$ cat src/rtl/stepper_phase_decoder.sv
// Half-step coil bus monitor: synchronise, debounce, decode phase, track position/period.
// Optional err_count output is enabled by defining STEPPER_PHASE_DECODE_ERR_COUNT_EN.
module stepper_phase_decoder #(
  parameter int FILTER_CYCLES = 4,
  parameter int PERIOD_W      = 32
) (
  input  logic                fab_clk,
  input  logic                reset,
  input  logic [3:0]          coil_in,
  input  logic                position_load,
  input  logic [15:0]         position_load_value,
  input  logic                error_clear,
  output logic [15:0]         position,
  output logic                step_strobe,
  output logic                step_dir,
  output logic [PERIOD_W-1:0] step_period,
  output logic                period_valid,
  output logic [2:0]          coil_phase,
  output logic                locked,
  output logic                illegal_err,
  output logic                skip_err
`ifdef STEPPER_PHASE_DECODE_ERR_COUNT_EN
  ,
  output logic [7:0]          err_count
`endif
);

  typedef enum logic {UNLOCKED = 1'b0, LOCKED = 1'b1} state_e;

  localparam logic [7:0]          FC      = 8'(FILTER_CYCLES);
  localparam logic [PERIOD_W-1:0] PER_MAX = '1;

  // ---------------- input synchroniser + glitch filter ----------------
  logic [3:0] sync1_q, sync2_q, prev_q, filt_q;
  logic [7:0] fcnt_q, fcnt_d;
  logic       same, accept, new_evt_q;

  // fcnt counts consecutive identical samples and parks at FC; accept fires
  // only on the cycle the run first reaches FC.
  always_comb begin
    same   = (sync2_q == prev_q);
    fcnt_d = 8'd1;
    if (same) fcnt_d = (fcnt_q == FC) ? fcnt_q : fcnt_q + 8'd1;
    accept = (fcnt_d == FC) && !(same && (fcnt_q == FC));
  end

  always_ff @(posedge fab_clk) begin
    if (reset) begin
      sync1_q   <= '0;
      sync2_q   <= '0;
      prev_q    <= '0;
      filt_q    <= '0;
      fcnt_q    <= '0;
      new_evt_q <= 1'b0;
    end else begin
      sync1_q   <= coil_in;
      sync2_q   <= sync1_q;
      prev_q    <= sync2_q;
      fcnt_q    <= fcnt_d;
      new_evt_q <= accept && (sync2_q != filt_q);
      if (accept) filt_q <= sync2_q;
    end
  end

  // ---------------- phase decode ----------------
  function automatic logic [3:0] decode(input logic [3:0] p);
    case (p)
      4'b1000: decode = {1'b1, 3'd0};
      4'b1100: decode = {1'b1, 3'd1};
      4'b0100: decode = {1'b1, 3'd2};
      4'b0110: decode = {1'b1, 3'd3};
      4'b0010: decode = {1'b1, 3'd4};
      4'b0011: decode = {1'b1, 3'd5};
      4'b0001: decode = {1'b1, 3'd6};
      4'b1001: decode = {1'b1, 3'd7};
      default: decode = 4'b0000;
    endcase
  endfunction

  state_e              state_q;
  logic [15:0]         position_q;
  logic                step_strobe_q, step_dir_q, period_valid_q, step_seen_q;
  logic [PERIOD_W-1:0] step_period_q, per_cnt_q;
  logic [2:0]          coil_phase_q;
  logic                illegal_q, skip_q;

  logic       legal, is_locked;
  logic [2:0] new_phase, delta;
  logic       ill_ev, lock_ev, fwd_ev, bwd_ev, skip_ev;

  assign {legal, new_phase} = decode(filt_q);
  assign delta     = new_phase - coil_phase_q;
  assign is_locked = (state_q == LOCKED);
  assign ill_ev    = new_evt_q & ~legal;
  assign lock_ev   = new_evt_q & legal & ~is_locked;
  assign fwd_ev    = new_evt_q & legal & is_locked & (delta == 3'd1);
  assign bwd_ev    = new_evt_q & legal & is_locked & (delta == 3'd7);
  assign skip_ev   = new_evt_q & legal & is_locked & (delta >= 3'd2) & (delta <= 3'd6);

  // ---------------- tracking FSM ----------------
  always_ff @(posedge fab_clk) begin
    if (reset) begin
      state_q        <= UNLOCKED;
      position_q     <= '0;
      step_strobe_q  <= 1'b0;
      step_dir_q     <= 1'b0;
      step_period_q  <= '0;
      period_valid_q <= 1'b0;
      step_seen_q    <= 1'b0;
      per_cnt_q      <= '0;
      coil_phase_q   <= '0;
      illegal_q      <= 1'b0;
      skip_q         <= 1'b0;
    end else begin
      step_strobe_q <= fwd_ev | bwd_ev;
      illegal_q     <= (illegal_q & ~error_clear) | ill_ev;
      skip_q        <= (skip_q & ~error_clear) | skip_ev;
      if (is_locked && (per_cnt_q != PER_MAX)) per_cnt_q <= per_cnt_q + 1'b1;

      case (state_q)
        UNLOCKED: begin
          if (lock_ev) begin
            state_q      <= LOCKED;
            coil_phase_q <= new_phase;
            per_cnt_q    <= '0;
            step_seen_q  <= 1'b0;
          end
        end
        LOCKED: begin
          if (ill_ev) begin
            state_q        <= UNLOCKED;
            period_valid_q <= 1'b0;
            step_seen_q    <= 1'b0;
          end else if (skip_ev) begin
            coil_phase_q <= new_phase;
          end else if (fwd_ev || bwd_ev) begin
            coil_phase_q  <= new_phase;
            step_dir_q    <= fwd_ev;
            position_q    <= fwd_ev ? position_q + 16'd1 : position_q - 16'd1;
            step_period_q <= (per_cnt_q == PER_MAX) ? PER_MAX : per_cnt_q + 1'b1;
            per_cnt_q     <= '0;
            step_seen_q   <= 1'b1;
            if (step_seen_q) period_valid_q <= 1'b1;
          end
        end
        default: state_q <= UNLOCKED;
      endcase

      // A load overrides any step increment in the same cycle.
      if (position_load) position_q <= position_load_value;
    end
  end

  assign position     = position_q;
  assign step_strobe  = step_strobe_q;
  assign step_dir     = step_dir_q;
  assign step_period  = step_period_q;
  assign period_valid = period_valid_q;
  assign coil_phase   = coil_phase_q;
  assign locked       = is_locked;
  assign illegal_err  = illegal_q;
  assign skip_err     = skip_q;

`ifdef STEPPER_PHASE_DECODE_ERR_COUNT_EN
  logic [7:0] err_cnt_q;
  logic       err_ev;
  assign err_ev = ill_ev | skip_ev;

  always_ff @(posedge fab_clk) begin
    if (reset)                              err_cnt_q <= '0;
    else if (error_clear)                   err_cnt_q <= {7'd0, err_ev};
    else if (err_ev && (err_cnt_q != 8'hFF)) err_cnt_q <= err_cnt_q + 8'd1;
  end

  assign err_count = err_cnt_q;
`endif

endmodule

$ cat config.mk
export PLATFORM = sky130hd
export DESIGN_NAME = stepper_phase_decoder
export DESIGN_NICKNAME = d
export VERILOG_FILES = /design/src/rtl/stepper_phase_decoder.sv
export SDC_FILE = /design/constraint.sdc
export NUM_CORES = 1
export LEC_CHECK = 0
export ABC_CLOCK_PERIOD_IN_PS = 4500
export CAP_MARGIN = 20
export CORE_UTILIZATION = 30
export CTS_CLUSTER_SIZE = 8
export DETAILED_ROUTE_END_ITERATION = 10
export SLEW_MARGIN = 20
export SYNTH_ARGS = -nofsm -noshare
export SYNTH_HDL_FRONTEND = slang
export SYNTH_SLANG_ARGS = --single-unit
$ cat constraint.sdc
create_clock -name fab_clk -period 4.5 [get_ports fab_clk]
set_clock_uncertainty 0.2 [all_clocks]
set_input_delay 0.675 -clock fab_clk [delete_from_list [all_inputs] [get_ports fab_clk]]
set_output_delay 0.675 -clock fab_clk [all_outputs]
set_load 0.02 [all_outputs]
* Word level (Yosys, flattened, before mapping)
Memories as Yosys holds them, arrays and structs flattened. A register that Yosys moved wholly into a read port is not among the register bits. Index checks and enable logic that the tools add are counted.
Word-level totals: memories 1, ROM bits 64, flip-flop bits (word level) 115, RAM bits 0, latch bits 0, output and inout port bits 57
Cells by class: reductions and logical operators 15, $add $sub $neg 5, eq/ne operators 16, multipliers 0, magnitude comparators 2, shifts and indexed selects 0, bitwise logic cells 18, mux-type cells 34, divide/modulo/power cells 0
Memories:
- (name not given) | depth 16, bits a word 4, read ports 1, clocked after memory_dff 1, wr ports 0, line 67 | case (p)
Operators by type and width (count):
- two-way mux 32 bit | 6
- two-way mux 16 bit | 6
- one-hot mux 32 bit (2 select lines) | 1
- adder 32 x 1 -> 32 bit (second input constant) | 1
- == test 32 bit (second input constant) | 1
- inequality test 32 bit (second input constant) | 1
- adder 16 x 1 -> 16 bit (second input constant) | 1
- == test 8 x 3 -> 1 bit (second input constant) | 2
- two-way mux 8 bit | 2
- subtractor 16 x 1 -> 16 bit (second input constant) | 1
- two-way mux 3 bit | 4
- AND reduction 4 bit | 3
- bitwise AND 1 bit | 10
- two-way mux 1 bit | 10
- inequality test 2 bit (second input constant) | 5
- adder 8 x 1 -> 8 bit (second input constant) | 1
- two-way mux 4 bit | 2
- nonzero test 2 bit | 4
- inequality test 3 x 1 -> 1 bit (second input constant) | 2
- one-hot mux 3 bit (2 select lines) | 1
- AND reduction 3 bit | 2
- inverter 1 bit | 5
- == test 4 bit | 1
- logical AND 1 bit | 4
- 11 further kinds | 14

* Depth between registers and ports, before layout
depth after elaboration 9, mapped depth 16, gate-level depth less buffers 15

* Least setup slack after synthesis
No wires, ideal clock.
path type reg2reg, start point register coil_phase_q[0] (netlist: coil_phase[0]), end point register position_q[15] (netlist: position[15]), period minus slack after synthesis 3.714 ns, buffers on the path 1, stages on the path, launching flop included 16, setup slack 0.786 ns, setup time 0.122 ns, data arrival time 3.393 ns, cell sequence dfxtp_1 > ha_1 > fa_1 > xnor3_1 > and2_1 > and2_1 > inv_1 > ha_1 > clkbuf_1 > o211ai_1 > a21oi_1 > o21ai_0 > a21oi_1 > mux2i_1 > nor4_1 > a221o_1
On the way: word-level cells in the longest chain between the ends 9
Ends and longest elaborated chain:
- from (decl) | line 84 | logic [2:0] coil_phase_q;
- from (signal assigned) | line 124 | coil_phase_q <= new_phase;
- from (signal assigned) | line 135 | coil_phase_q <= new_phase;
- from (signal assigned) | line 137 | coil_phase_q <= new_phase;
- subtractor 3 bit (*) | line 92 | assign delta = new_phase - coil_phase_q;
- == test 3 x 1 -> 1 bit (*) | line 96 | assign fwd_ev = new_evt_q & legal & is_locked & (delta == 3'd1);
- bitwise AND 1 bit (*) | line 96
- via fwd_ev | line 89 | logic ill_ev, lock_ev, fwd_ev, bwd_ev, skip_ev;
- two-way mux 16 bit | line 139 | position_q <= fwd_ev ? position_q + 16'd1 : position_q - 16'd1;
- two-way mux 16 bit | line 136 | end else if (fwd_ev || bwd_ev) begin
- two-way mux 16 bit | line 134 | end else if (skip_ev) begin
- two-way mux 16 bit | line 130 | if (ill_ev) begin
- two-way mux 16 bit | line 120 | case (state_q)
- two-way mux 16 bit | line 150 | if (position_load) position_q <= position_load_value;
- to (signal assigned) | line 139
- to (signal assigned) | line 150
- to (decl) | line 81 | logic [15:0] position_q;
The timed path passes the listed nets; every way through them passes the cells marked *. The select of a mux whose other input is x is not followed. A chain may end at the register's enable or synchronous reset.

* Final worst setup path
start point register new_phase[0] (netlist name), end point register position_q[15] (netlist: position[15])
On the way: word-level cells in the longest chain between the ends 9
Ends and longest elaborated chain (line):
- subtractor 3 bit (*) | 92
- == test 3 x 1 -> 1 bit (*) | 96
- bitwise AND 1 bit (*) | 96
- via fwd_ev | 89
- two-way mux 16 bit | 139
- two-way mux 16 bit | 136
- two-way mux 16 bit | 134
- two-way mux 16 bit | 130
- two-way mux 16 bit | 120
- two-way mux 16 bit | 150
Marked as above.

==> impl_metrics.ini <==
[drt]
ant_nets = 0
wire_per_inst_um = 14.0
dr.pass1.iters = 4
viasPerCell = 4.91
drt_iter0_markers = 200
vias = 5206
drc = 0
wl_um = 14900

[grt]
grt_pass1_wl_um = 24200
grt_max_degree = 65
first_global_vias = 4850
track_usage = 0.150
antenna_found_initial = 0
grt-ovfl-total = 0

[pwr]
swShare = 0.245
ir_drop_uv = 238
seq_power_share = 0.408
p_leak_uw = 0.00267
pwr-share-comb = 0.082
pwr-share-clk = 0.510
cellInternalPower_uw = 2010
total_power_uw = 2660
p_switching_uw = 650
powerDensity_nw_per_um2 = 344

[placed_design]
dp_slack_ps = 433
post-dp-hpwl_um = 10300
place.gp.congestion = 0.818
io_buffer_count = 80
dp.cells = 1029

[timing]
slew_violations = 0
period_share = 0.900
setup_tns_ps = 0
finalSetupViolations = 0
fin_hold_ws_ps = 232
hold_viol_final = 0
min_period_ps = 4050
rsz0062_at_grt = no
worst_slew_pin_slew_ps = 969
setup_ws_ps = 449
relSlewSlack = 0.352
clock.fmax_mhz = 247

[synth]
synth_edf_count = 0
yosys.cell_types.count = 60
synth_top_area_frac = 0.391
ys_seq_area_frac = 0.391
yosysWarnings = 0
synthTopCellsByArea = dfxtp_1, nor2_1, xnor2_1, xor2_1, ha_1
syn-num-nets = 763
synth_area_leader_cell = dfxtp_1
avgSynthCellArea_um2 = 8.51
ys_seq_elements = 119
synthCells = 717
async_flop_share = 0
syn_area_um2 = 6100
synth-main-ff-cell = dfxtp_1

[clock_tree]
insertion_delay_ps = 420
post-cts-setup-buffers = 0
cts_root_buf = clkbuf_16
cts_resized = 0
cts_made_buffers = 17
clk_pin_slew_ps = 60
cts_tree = done
clkSinkCount = 119
cts_hold_buf = 0
clock_path_buffers = 2
cts.htree.levels = 4

[worst_setup_path]
crit_required_ps = 4610
rr_worst_depth = 15
slowest_delay_ps = 390
reg2reg_setup_slack_ps = 450
crit_slowest_cell = inv_1
path_cells = inv_1, ha_1, fa_1, xnor3_1, and2_1, and2_1, inv_1, ha_1, a211oi_1, o21ai_0, o21ai_0, a21oi_1, mux2i_1, nor4_1, a221o_1
worstPathArrival_ps = 4160
regToRegStartpoint = new_phase[0]
crit_type = flop to flop
crit_path_end_kind = flop
crit_fanout = 16
r2r_end = position[15]
cp-start-kind = flop

[layout]
fin_cells = 1061
diodes = 0
drive_gt1_frac = 0.0766
n_fill_cell = 1995
syn_to_final_growth_pct = 26.4
nets = 829

[die]
die_x_um = 145
rows = 51
start_util = 0.309
core-area_um2 = 19700
die-area_um2 = 20900
io_pins = 81
fp.dieH_um = 145

[worst_hold_path]
min_from = sync1_q[2]
hold_depth = 1
holdPathEnd = sync2_q[2]
worstHoldPathType = flop to flop

[flow_run]
drv_cap = 0

[outcome]
run_status = finished clean
[cell usage after synthesis (4+ instances only)]
library cell	number
a211oi_1	14
a21o_1	5
a21oi_1	44
a221o_1	4
a221oi_1	4
a311oi_1	20
a31oi_1	4
and3_1	12
buf_1	6
buf_2	8
clkbuf_1	25
dfxtp_1	119
ha_1	20
inv_1	17
mux2_2	5
mux2i_1	5
nand2_1	56
nand2b_1	6
nand3_1	22
nand4_1	11
nor2_1	111
nor2b_1	24
nor3_1	10
nor3b_1	5
nor4_1	5
o21ai_0	16
or3_1	8
xnor2_1	44
xor2_1	32
[flip-flops by register name (all words and copies together) (netlist names), 4 cells and up, named ones only]
| register | count |
|---|---|
| position | 16 |
| prev_q | 4 |
| filt_q | 4 |
| per_cnt_q | 32 |
| sync1_q | 4 |
| fcnt_q | 8 |
| sync2_q | 4 |
| step_period | 32 |
[worst max-delay path, delay by kind of cell (launching register included)]
family,cells,cell delay (ps)
multiplexers,1,210
flip-flops,1,330
buffers and inverters,2,440
AND/OR/NAND/NOR,3,490
XOR/XNOR,1,230
adder cells (fa/ha/maj),3,880
AO/OA/AOI/OAI,5,1160
[power groups by stage]
stage               Combinational, uW  Sequential (uW)  Clock, uW
CTS                               219             1090       1390
floorplan                         137             1110          0
detailed placement                217             1110          0
global placement                  217             1110          0
finish                            217             1080       1350
global route                      243             1090       1430
[layout make-up]
class                      instances  area, um2  area share
tap                              265        332      0.0430
sequential                       119       2380       0.309
timing repair buffer              87        848       0.110
clock buffer                      19        443      0.0574
clock inverter                    13        148      0.0191
multi-input combinational        541       3490       0.453
inverter                          17       63.8     0.00828
[worst max path at each step]
stage,startpoint,to,slack (ps)
2_1_floorplan,coil_phase[0],position[15],790
3_3_place_gp,new_phase[0],position[8],510
3_5_place_dp,new_phase[0],position[15],430
4_1_cts,new_phase[0],position[15],410
5_1_grt,new_phase[0],position[14],5
6_report,new_phase[0],position[15],450
[cells in the final DEF (no fill, tap or decap), drive strengths merged, types with 8 or more instances in the layout]
cell type | synthesis | layout
clkbuf | 25 | 19
buf | 15 | 8
dfxtp | 119 | 119
o21ai | 16 | 16
ha | 20 | 20
a21oi | 45 | 45
a311oi | 20 | 20
or3 | 9 | 9
xnor2 | 44 | 44
nand3 | 22 | 22
xor2 | 32 | 32
nand2 | 56 | 56
nor2b | 24 | 24
nor2 | 111 | 111
inv | 17 | 19
a211oi | 14 | 14
nor3 | 13 | 13
clkdlybuf4s50 | 0 | 79
and3 | 12 | 12
nand4 | 13 | 13
[logic make-up after synthesis]
family | Yosys count | synth area share
AND/OR/NAND/NOR | 297 | 0.244
AO/OA/AOI/OAI | 134 | 0.147
flip-flops | 119 | 0.391
XOR/XNOR | 77 | 0.113
buffers and inverters | 57 | 0.0373
adder cells (fa/ha/maj) | 22 | 0.0476
multiplexers | 11 | 0.0199
[through the flow]
stage                      util  instance area [um2]
after detailed placement  0.361                 7120
final                     0.391                 7710
after global placement    0.361                 7120
after CTS                 0.391                 7710
after global routing      0.391                 7710
after floorplan               -                 6100
[metal layers]
| metal | global-route usage | share of wire | vias to the layer above |
|---|---|---|---|
| li1 | - | - | 2652 |
| met1 | 0.194 | 0.49 | 2434 |
| met2 | 0.244 | 0.46 | 101 |
| met3 | 0.0318 | 0.033 | 19 |
| met4 | 0.0565 | 0.015 | 0 |
| met5 | 0 | 0 | - |
(Power assumes the default switching activity.)
